### src/rtl/nibble_packer.sv
// Pairs consecutive 16-bit half-words into 32-bit words, buffers them in a
// DEPTH-entry FIFO and presents them on a valid/ready interface.
module nibble_packer #(
  parameter int DEPTH = 4,
  parameter int PTR_W = $clog2(DEPTH)
) (
  input  logic                 CLK,
  input  logic                 RESET_L,
  input  logic [3:0][3:0]      NIBBLE_IN,
  input  logic                 IN_VALID,
  output logic                 IN_READY,
  input  logic                 FLUSH,
  output logic [31:0]          DATA_OUT,
  output logic                 PAD_OUT,
  output logic                 OUT_VALID,
  input  logic                 OUT_READY,
  output logic [PTR_W:0]       FIFO_COUNT,
  output logic [15:0]          WORD_COUNT
);

  typedef enum logic {
    EMPTY_HALF = 1'b0,
    HAVE_LOW   = 1'b1
  } state_t;

  localparam logic [PTR_W:0] FULL_COUNT = (PTR_W + 1)'(DEPTH);

  state_t           r_state;
  state_t           w_state_nxt;
  logic             r_run;
  logic [15:0]      r_low;
  logic [32:0]      r_mem [DEPTH];
  logic [PTR_W-1:0] r_wr_ptr;
  logic [PTR_W-1:0] r_rd_ptr;
  logic [PTR_W:0]   r_count;
  logic [15:0]      r_word_count;

  logic             w_not_full;
  logic             w_in_ready;
  logic             w_accept;
  logic             w_out_valid;
  logic             w_pop;
  logic             w_push;
  logic             w_load_low;
  logic [32:0]      w_push_entry;
  logic [32:0]      w_head;

  // Ready depends only on registered state, so a pop on a full FIFO frees
  // space for an accept one cycle later, not in the same cycle.
  assign w_not_full  = (r_count != FULL_COUNT);
  assign w_in_ready  = r_run & ((r_state == EMPTY_HALF) | w_not_full);
  assign w_accept    = IN_VALID & w_in_ready;
  assign w_out_valid = (r_count != '0);
  assign w_pop       = w_out_valid & OUT_READY;
  assign w_head      = r_mem[r_rd_ptr];

  always_comb begin
    // NOTE: every signal gets a default first so no path leaves it unassigned,
    // which would otherwise infer a latch.
    w_state_nxt  = r_state;
    w_push       = 1'b0;
    w_load_low   = 1'b0;
    w_push_entry = '0;
    case (r_state)
      EMPTY_HALF: begin
        if (w_accept) begin
          w_load_low  = 1'b1;
          w_state_nxt = HAVE_LOW;
        end
      end
      HAVE_LOW: begin
        if (w_accept) begin
          w_push       = 1'b1;
          w_push_entry = {1'b0, NIBBLE_IN, r_low};
          w_state_nxt  = EMPTY_HALF;
        end else if (FLUSH && w_not_full) begin
          w_push       = 1'b1;
          w_push_entry = {1'b1, 16'h0000, r_low};
          w_state_nxt  = EMPTY_HALF;
        end
      end
      default: w_state_nxt = EMPTY_HALF;
    endcase
  end

  // NOTE: sequential state uses non-blocking assignments so every register
  // samples the pre-edge values regardless of statement order.
  always_ff @(posedge CLK) begin
    if (!RESET_L) begin
      r_state      <= EMPTY_HALF;
      r_run        <= 1'b0;
      r_low        <= '0;
      r_wr_ptr     <= '0;
      r_rd_ptr     <= '0;
      r_count      <= '0;
      r_word_count <= '0;
    end else begin
      r_state <= w_state_nxt;
      r_run   <= 1'b1;
      if (w_load_low) r_low <= NIBBLE_IN;
      if (w_push)     r_wr_ptr <= r_wr_ptr + 1'b1;
      if (w_pop) begin
        r_rd_ptr     <= r_rd_ptr + 1'b1;
        r_word_count <= r_word_count + 16'd1;
      end
      case ({w_push, w_pop})
        2'b10:   r_count <= r_count + 1'b1;
        2'b01:   r_count <= r_count - 1'b1;
        default: r_count <= r_count;
      endcase
    end
  end

  // NOTE: the storage array has no reset; emptiness is tracked by the count
  // and pointers, and outputs are masked while the FIFO is empty.
  always_ff @(posedge CLK) begin
    if (w_push) r_mem[r_wr_ptr] <= w_push_entry;
  end

  assign IN_READY   = w_in_ready;
  assign OUT_VALID  = w_out_valid;
  assign DATA_OUT   = w_out_valid ? w_head[31:0] : 32'h0;
  assign PAD_OUT    = w_out_valid & w_head[32];
  assign FIFO_COUNT = r_count;
  assign WORD_COUNT = r_word_count;

endmodule

### config.mk
export PLATFORM = sky130hd
export DESIGN_NAME = nibble_packer
export DESIGN_NICKNAME = d
export VERILOG_FILES = /design/src/rtl/nibble_packer.sv
export SDC_FILE = /design/constraint.sdc
export NUM_CORES = 1
export LEC_CHECK = 0
export CAP_MARGIN = 15
export CORE_MARGIN = 2
export CORE_UTILIZATION = 56
export DETAILED_ROUTE_END_ITERATION = 16
export GPL_TIMING_DRIVEN = 0
export HOLD_SLACK_MARGIN = 0.1
export PLACE_DENSITY = 0.79
export SYNTH_ARGS = -nofsm -noshare
export SYNTH_HDL_FRONTEND = slang
export SYNTH_SLANG_ARGS = --single-unit
### constraint.sdc
create_clock -name CLK -period 3.1 [get_ports CLK]
set_clock_uncertainty 0.1 [all_clocks]
set_input_delay 0.465 -clock CLK [delete_from_list [all_inputs] [get_ports CLK]]
set_output_delay 0.465 -clock CLK [all_outputs]
set_load 0.01 [all_outputs]
### Word-level counts from Yosys, hierarchy flattened

Memories as Yosys holds them, arrays and structs flattened. A register that Yosys moved wholly into a read port is not among the register bits.
Index checks and enable logic that the tools add are counted.

* add/subtract/negate cells: 5
* mux-type cells: 18
* equality and inequality tests: 3
* reductions and logical operators: 3
* bitwise operators: 6

Operator list (number)
* 33-bit 2-to-1 mux: 3
* 32-bit 2-to-1 mux: 1
* 16-bit by 1-bit adder with 16-bit output, second input constant: 1
* 1-bit 2-to-1 mux: 10
* 3-bit case mux with 2 select lines: 1
* 2-bit by 1-bit adder with 2-bit output, second input constant: 2
* 1-bit bitwise AND: 4
* 2-bit 2-to-1 mux: 2
* 3-bit by 1-bit adder with 3-bit output, second input constant: 1
* 3-bit != test, second input constant: 1
* 3-bit nonzero test: 1
* 3-bit by 1-bit subtractor with 3-bit output, second input constant: 1
* 2-bit by 1-bit equality test with 1-bit output, second input constant: 1
* 2-bit equality test, second input constant: 1
* 1-bit case mux with 2 select lines: 1
* 2-bit nonzero test: 1
* 1-bit logical AND: 1
* 1-bit inverter: 1
* 1-bit OR: 1

* memories kept: 1
* word-level logic and storage cells: 43
* memory bits (writable): 132
* register bits after elaboration: 41
* input port bits: 21

Memory list
* r_mem: words 4, bits a word 33, read ports 1, clocked after memory_dff 1, wr ports 1, RTL line 32 `logic [32:0] r_mem [DEPTH];`

### Logic depth before layout (Yosys ltp)

Gate-level depths: netlist of run 1.

* depth after elaboration: 8
* mapped depth: 10
* mapped depth without buffers: 9

### Worst setup path before layout of run 1

OpenSTA, ideal clock, no wires.

* path type: register to register
* start point: register r_count[0] (netlist: FIFO_COUNT[0])
* end point: memory r_mem[0][0], enable pin
* arrival: 2165 ps
* required time: 2607 ps
* path buffers: 1
* setup time: 393 ps
* slack: 442 ps
* cell stages (with the launch flop): 5
* path through: dfxtp_1 > nor3b_1 > nor3b_1 > clkbuf_1 > and2_1

* longest elaborated chain between the ends: 8
* elaborated cells on any way between the ends: 10
* those cells by class: 1 x eq/ne; 5 x mux; 3 x bitwise; 1 x reduce/logical

RTL lines
* start: declaration: RTL line 35 `logic [PTR_W:0] r_count;`
* start signal: assignment: RTL line 107 `2'b10: r_count <= r_count + 1'b1;`
* start signal: assignment: RTL line 108 `2'b01: r_count <= r_count - 1'b1;`
* start signal: assignment: RTL line 109 `default: r_count <= r_count;`
* 3-bit != test *: RTL line 50 `assign w_not_full = (r_count != FULL_COUNT);`
* 1-bit OR: RTL line 51 `assign w_in_ready = r_run & ((r_state == EMPTY_HALF) | w_not_full);`
* 1-bit bitwise AND: RTL line 51
* 1-bit bitwise AND: RTL line 52 `assign w_accept = IN_VALID & w_in_ready;`
* 1-bit 2-to-1 mux *: RTL line 72 `if (w_accept) begin`
* 1-bit 2-to-1 mux *: RTL line 64 `case (r_state)`
* 1-bit 2-to-1 mux *: RTL line 117 `if (w_push) r_mem[r_wr_ptr] <= w_push_entry;`
* 1-bit 2-to-1 mux (implied by the code) *: RTL line 117
* end: declaration: RTL line 32

Mark *: on every way between the ends. The rest lies on a longest branch, timed or not.

### Worst setup path in the final report of run 1

* start point: register r_count[0] (netlist: FIFO_COUNT[0])
* end point: output DATA_OUT[21]

* longest elaborated chain between the ends: 2

RTL lines
* 3-bit nonzero test: RTL line 53 `assign w_out_valid = (r_count != '0);`
* 32-bit 2-to-1 mux: RTL line 122 `assign DATA_OUT = w_out_valid ? w_head[31:0] : 32'h0;`
* end: declaration: RTL line 13 `output logic [31:0] DATA_OUT,`

Every way passes these cells.

==> results of run 1 <==
## sequential cells by signal, indices dropped and copies added, names as in the netlist, named ones only
register	flops
r_rd_ptr	2
WORD_COUNT	16
r_mem	132
r_state	1
r_run	1
r_low	16
r_wr_ptr	2
FIFO_COUNT	3
## routing by layer
metal  track usage  share of wire  vias to the layer above
met5             0              0                        -
met4        0.0889          0.019                        0
met3        0.0601          0.045                       18
met1         0.277           0.41                     2095
met2         0.382           0.52                      119
li1              -              -                     1873
## tightest hold or removal path: stages, from the launching register on
cell	delay, ns
dfxtp_1	0.31
nand2_1	0.05
a21oi_1	0.05
## synth_stat cells (5+ instances only)
library cell and count:
xnor2_1 5, xor2_1 8, nor2_1 19, nor2b_1 33, clkbuf_1 19, and2_1 37, inv_1 9, o31ai_1 5
nand3_1 6, dfxtp_1 43, edfxtp_1 132, ha_1 6, a21oi_1 28, or4_1 5, nand2_1 43, mux4_2 33
## worst paths after layout
check           startpoint            to  cells past startpoint  slack, ns
min reg2reg       r_low[9]      r_low[9]                      2       0.35
max reg2reg  FIFO_COUNT[1]  r_mem[0][21]                      4       0.30
min               r_low[9]      r_low[9]                      2       0.35
max          FIFO_COUNT[0]  DATA_OUT[21]                      4       0.17
## metrics by stage
step	TNS (ns)	setup WS [ns]	instance area (um2)	total power, uW
6_report	0	0.167	8560	6040
5_1_grt	0	0.0377	8560	6260
4_1_cts	0	0.0172	8540	6070
3_5_place_dp	-18.11	-0.281	7940	4010
3_3_place_gp	-91.39	-0.840	7930	3970
2_1_floorplan	0	0.442	6980	3360
## placed cells by master (no fill, tap or decap), types with 2 or more instances in the layout
cell / Yosys / layout
edfxtp_1: 132 / 132
clkdlybuf4s50_1: 0 / 74
nand2_1: 43 / 43
dfxtp_1: 43 / 42
and2_1: 37 / 33
mux4_2: 33 / 33
nor2b_1: 33 / 33
a21oi_1: 28 / 28
nor2_1: 19 / 19
clkbuf_16: 0 / 18
clkbuf_1: 19 / 12
inv_1: 9 / 9
xor2_1: 8 / 8
nand3_1: 6 / 6
ha_1: 6 / 6
clkbuf_2: 0 / 5
xnor2_1: 5 / 5
o31ai_1: 5 / 5
or4_1: 5 / 5
clkinv_4: 0 / 4
inv_6: 0 / 4
buf_4: 0 / 3
and2_2: 0 / 3
o21ai_0: 3 / 3
or3_1: 3 / 3
nor3b_2: 0 / 2
nand4_1: 2 / 2
and3_1: 2 / 2
nor3_1: 3 / 2
clkinvlp_4: 0 / 2
## logic make-up after synthesis
kind of cell | synth area share
xor gates and xnor gates | 0.0163
buffers and inverters | 0.0194
muxes | 0.108
and+or+nand+nor | 0.121
DFF | 0.691
AOI/OAI and AO/OA | 0.0305
adders and majority gates | 0.0136
## final cells by class
cell class                      instances  area [um2]
Buffer                                 21         104
Clock buffer                           19         464
Clock inverter                         13         126
Fill cell                             795        3550
Inverter                               10        37.5
Multi-Input combinational cell        252        2050
Sequential cell                       175        4830
Tap cell                              168         210
Timing Repair Buffer                   74         741
## power groups by stage
| stage | registers (uW) | logic, uW | clock network, uW |
|---|---|---|---|
| after floorplan | 2650 | 705 | 0 |
| after global placement | 2650 | 1320 | 0 |
| after detailed placement | 2660 | 1350 | 0 |
| after CTS | 2630 | 1350 | 2090 |
| after global routing | 2640 | 1430 | 2180 |
| final | 2630 | 1330 | 2070 |
==> out/results.txt, run 1 <==
The flow ran to the end, and the final reports show no timing, DRC or antenna violations. Post-CTS repair changed the size of 8 cells. The post-synth design cell area was 6980 um2; the per-instance average area after synthesis was 15.2 um2. For this design, the CTS-stage hold fixing added 0 buffers. The cell with the largest stage delay on the worst path is nor3_4. The residual DRC count came out at 0. The standby leakage power came out at 0.00272 uW.

Sorting the synthesized cells by area gives the leading types as edfxtp_1 57%, dfxtp_1 12%, mux4_2 11%. For the utilization after layout, the log shows 0.707. No sink is reached through more buffers than the 2 on the longest clock path. The number of pins with negative max-slew slack in the final report is 0, and the post-synthesis async set-or-reset flop share is 0.

The detailed router finished its first iteration with 291 violations. In the final routed layout, each cell accounts on average for 19.1 um. Worst path arrival time: 2.37 ns. Setup repair after global routing left no endpoint under its margin.

The proportion of power drawn by the clock network is 0.344. STA classifies the critical path startpoint as a register. The clock reaches the later pin of the worst-skew pair after 0.42 ns. Summed over all nets, the switching power comes to 1560 uW. The run gives 0 as the count of final setup violators. In this run the worst path has a maximum fanout of 10.

The tools report the number of clock sinks as 175. The sequential share of power came out at 0.436. The switching part of the total is 0.259. Using the TritonRoute via totals, the vias-per-cell ratio works out to 5.61. Measured along the x axis, the die boundary spans 116 um. For the number of global-route vias before repair, the log shows 4228. The detail route stage leaves a number of antenna-violating nets equal to 0. The share of final-layout standard cells stronger than drive strength 1 works out to 0.151.

Walking the worst path, the cells encountered are nor3_4 > clkbuf_1 > nor2b_1 > clkdlybuf4s50_1. The number of library cell types mapped by synthesis was 34; the pin count of the biggest net entering global routing was 34. The post-synthesis sequential area ratio came out at 0.691. Synthesized net count: 488. The path class of the tightest hold or removal check is register to register. The first-pass GRT wire length came out at 21900 um.

Clock-pin slew was measured on the worst setup and hold paths at 0.06 ns. Counting both buffers and inverters, the worst setup path holds a total of 2. During placement, the flow inserted port buffers numbering 74. The pin slew with the least headroom to its limit is 0.924 ns.

Data on the critical path is required at its endpoint by 2.53 ns. Summed over all layers, the global routing overflow is 0. The tree is rooted in a clkbuf_16. Routability-driven placement finished with a final weighted congestion of 0.782.

The share of the clock period used by the worst path works out to 0.946. The area fraction of the dominant cell type after synthesis works out to 0.568. For the hold violation total from the final report, the log shows 0.

Cell internal power was estimated by the tool at 4470 uW. The logs give 4 for the total iterations of the first detailed-routing run and 460 for the synthesized netlist cell count. Hold timing on the final database bottoms out at a slack of 0.355 ns.

The effective utilization at floorplan was 0.576; the number of cells in the finished layout apart from fillers was 732. The cell family with the largest share of critical-path delay was buffers and inverters. The die covers 13400 um2. The worst setup path is captured at a primary output. TritonCTS built the clock tree.

Counting flops with a built-in enable in the synthesized netlist gives 132. The logs give 14000 um for the total routed wirelength and 464 uV for the worst IR drop on VDD. Row generation in the floorplan step produced 40 rows. The run gives 0.384 as the normalized max-slew margin. The Yosys step of the flow raised 0 warnings.

The most used flip-flop cell after synthesis was edfxtp_1. The number of antenna violations at the first check in global routing came out at 0. The number of buffers inserted by post-CTS setup repair was 0. After floorplanning, the core was sized to cover 12100 um2. The share of total power in combinational logic was 0.220; the worst stage delay on the critical path was 0.55 ns. For the global-route usage over all layers, the log shows 0.225. Final period demand of the worst path: 2.93 ns.

The tools report the number of vias in the routed layout as 4105. The final layout contains 579 nets. The die is 116 um tall. 0 antenna diodes ended up in the layout. The achievable clock frequency is 341 MHz, and the number of violations of the max-capacitance limit is 0. The tools report the number of ports placed on the die boundary as 75. The cell type with the largest total area after synthesis was edfxtp_1. The category of the critical setup timing path is register to primary output. For the maximum level of the CTS H-tree, the log shows 4. Including well taps, the total number of placed cells is 702. Buffers inserted during clock tree synthesis total 17.

Synthesis-stage register bit count: 175. The HPWL after detailed placement is 8830 um. The layout overhead on the synthesized area was 22.6%. Power spread over the standard cell area amounts to 705 nW/um2.
(Power assumes the default switching activity.)
==> inputs of run 2 (changes only) <==
Settings changed: CAP_MARGIN 15 to default.
==> results of run 2 <==
No change in the layout: final DEF, timing and power equal those of run 1.
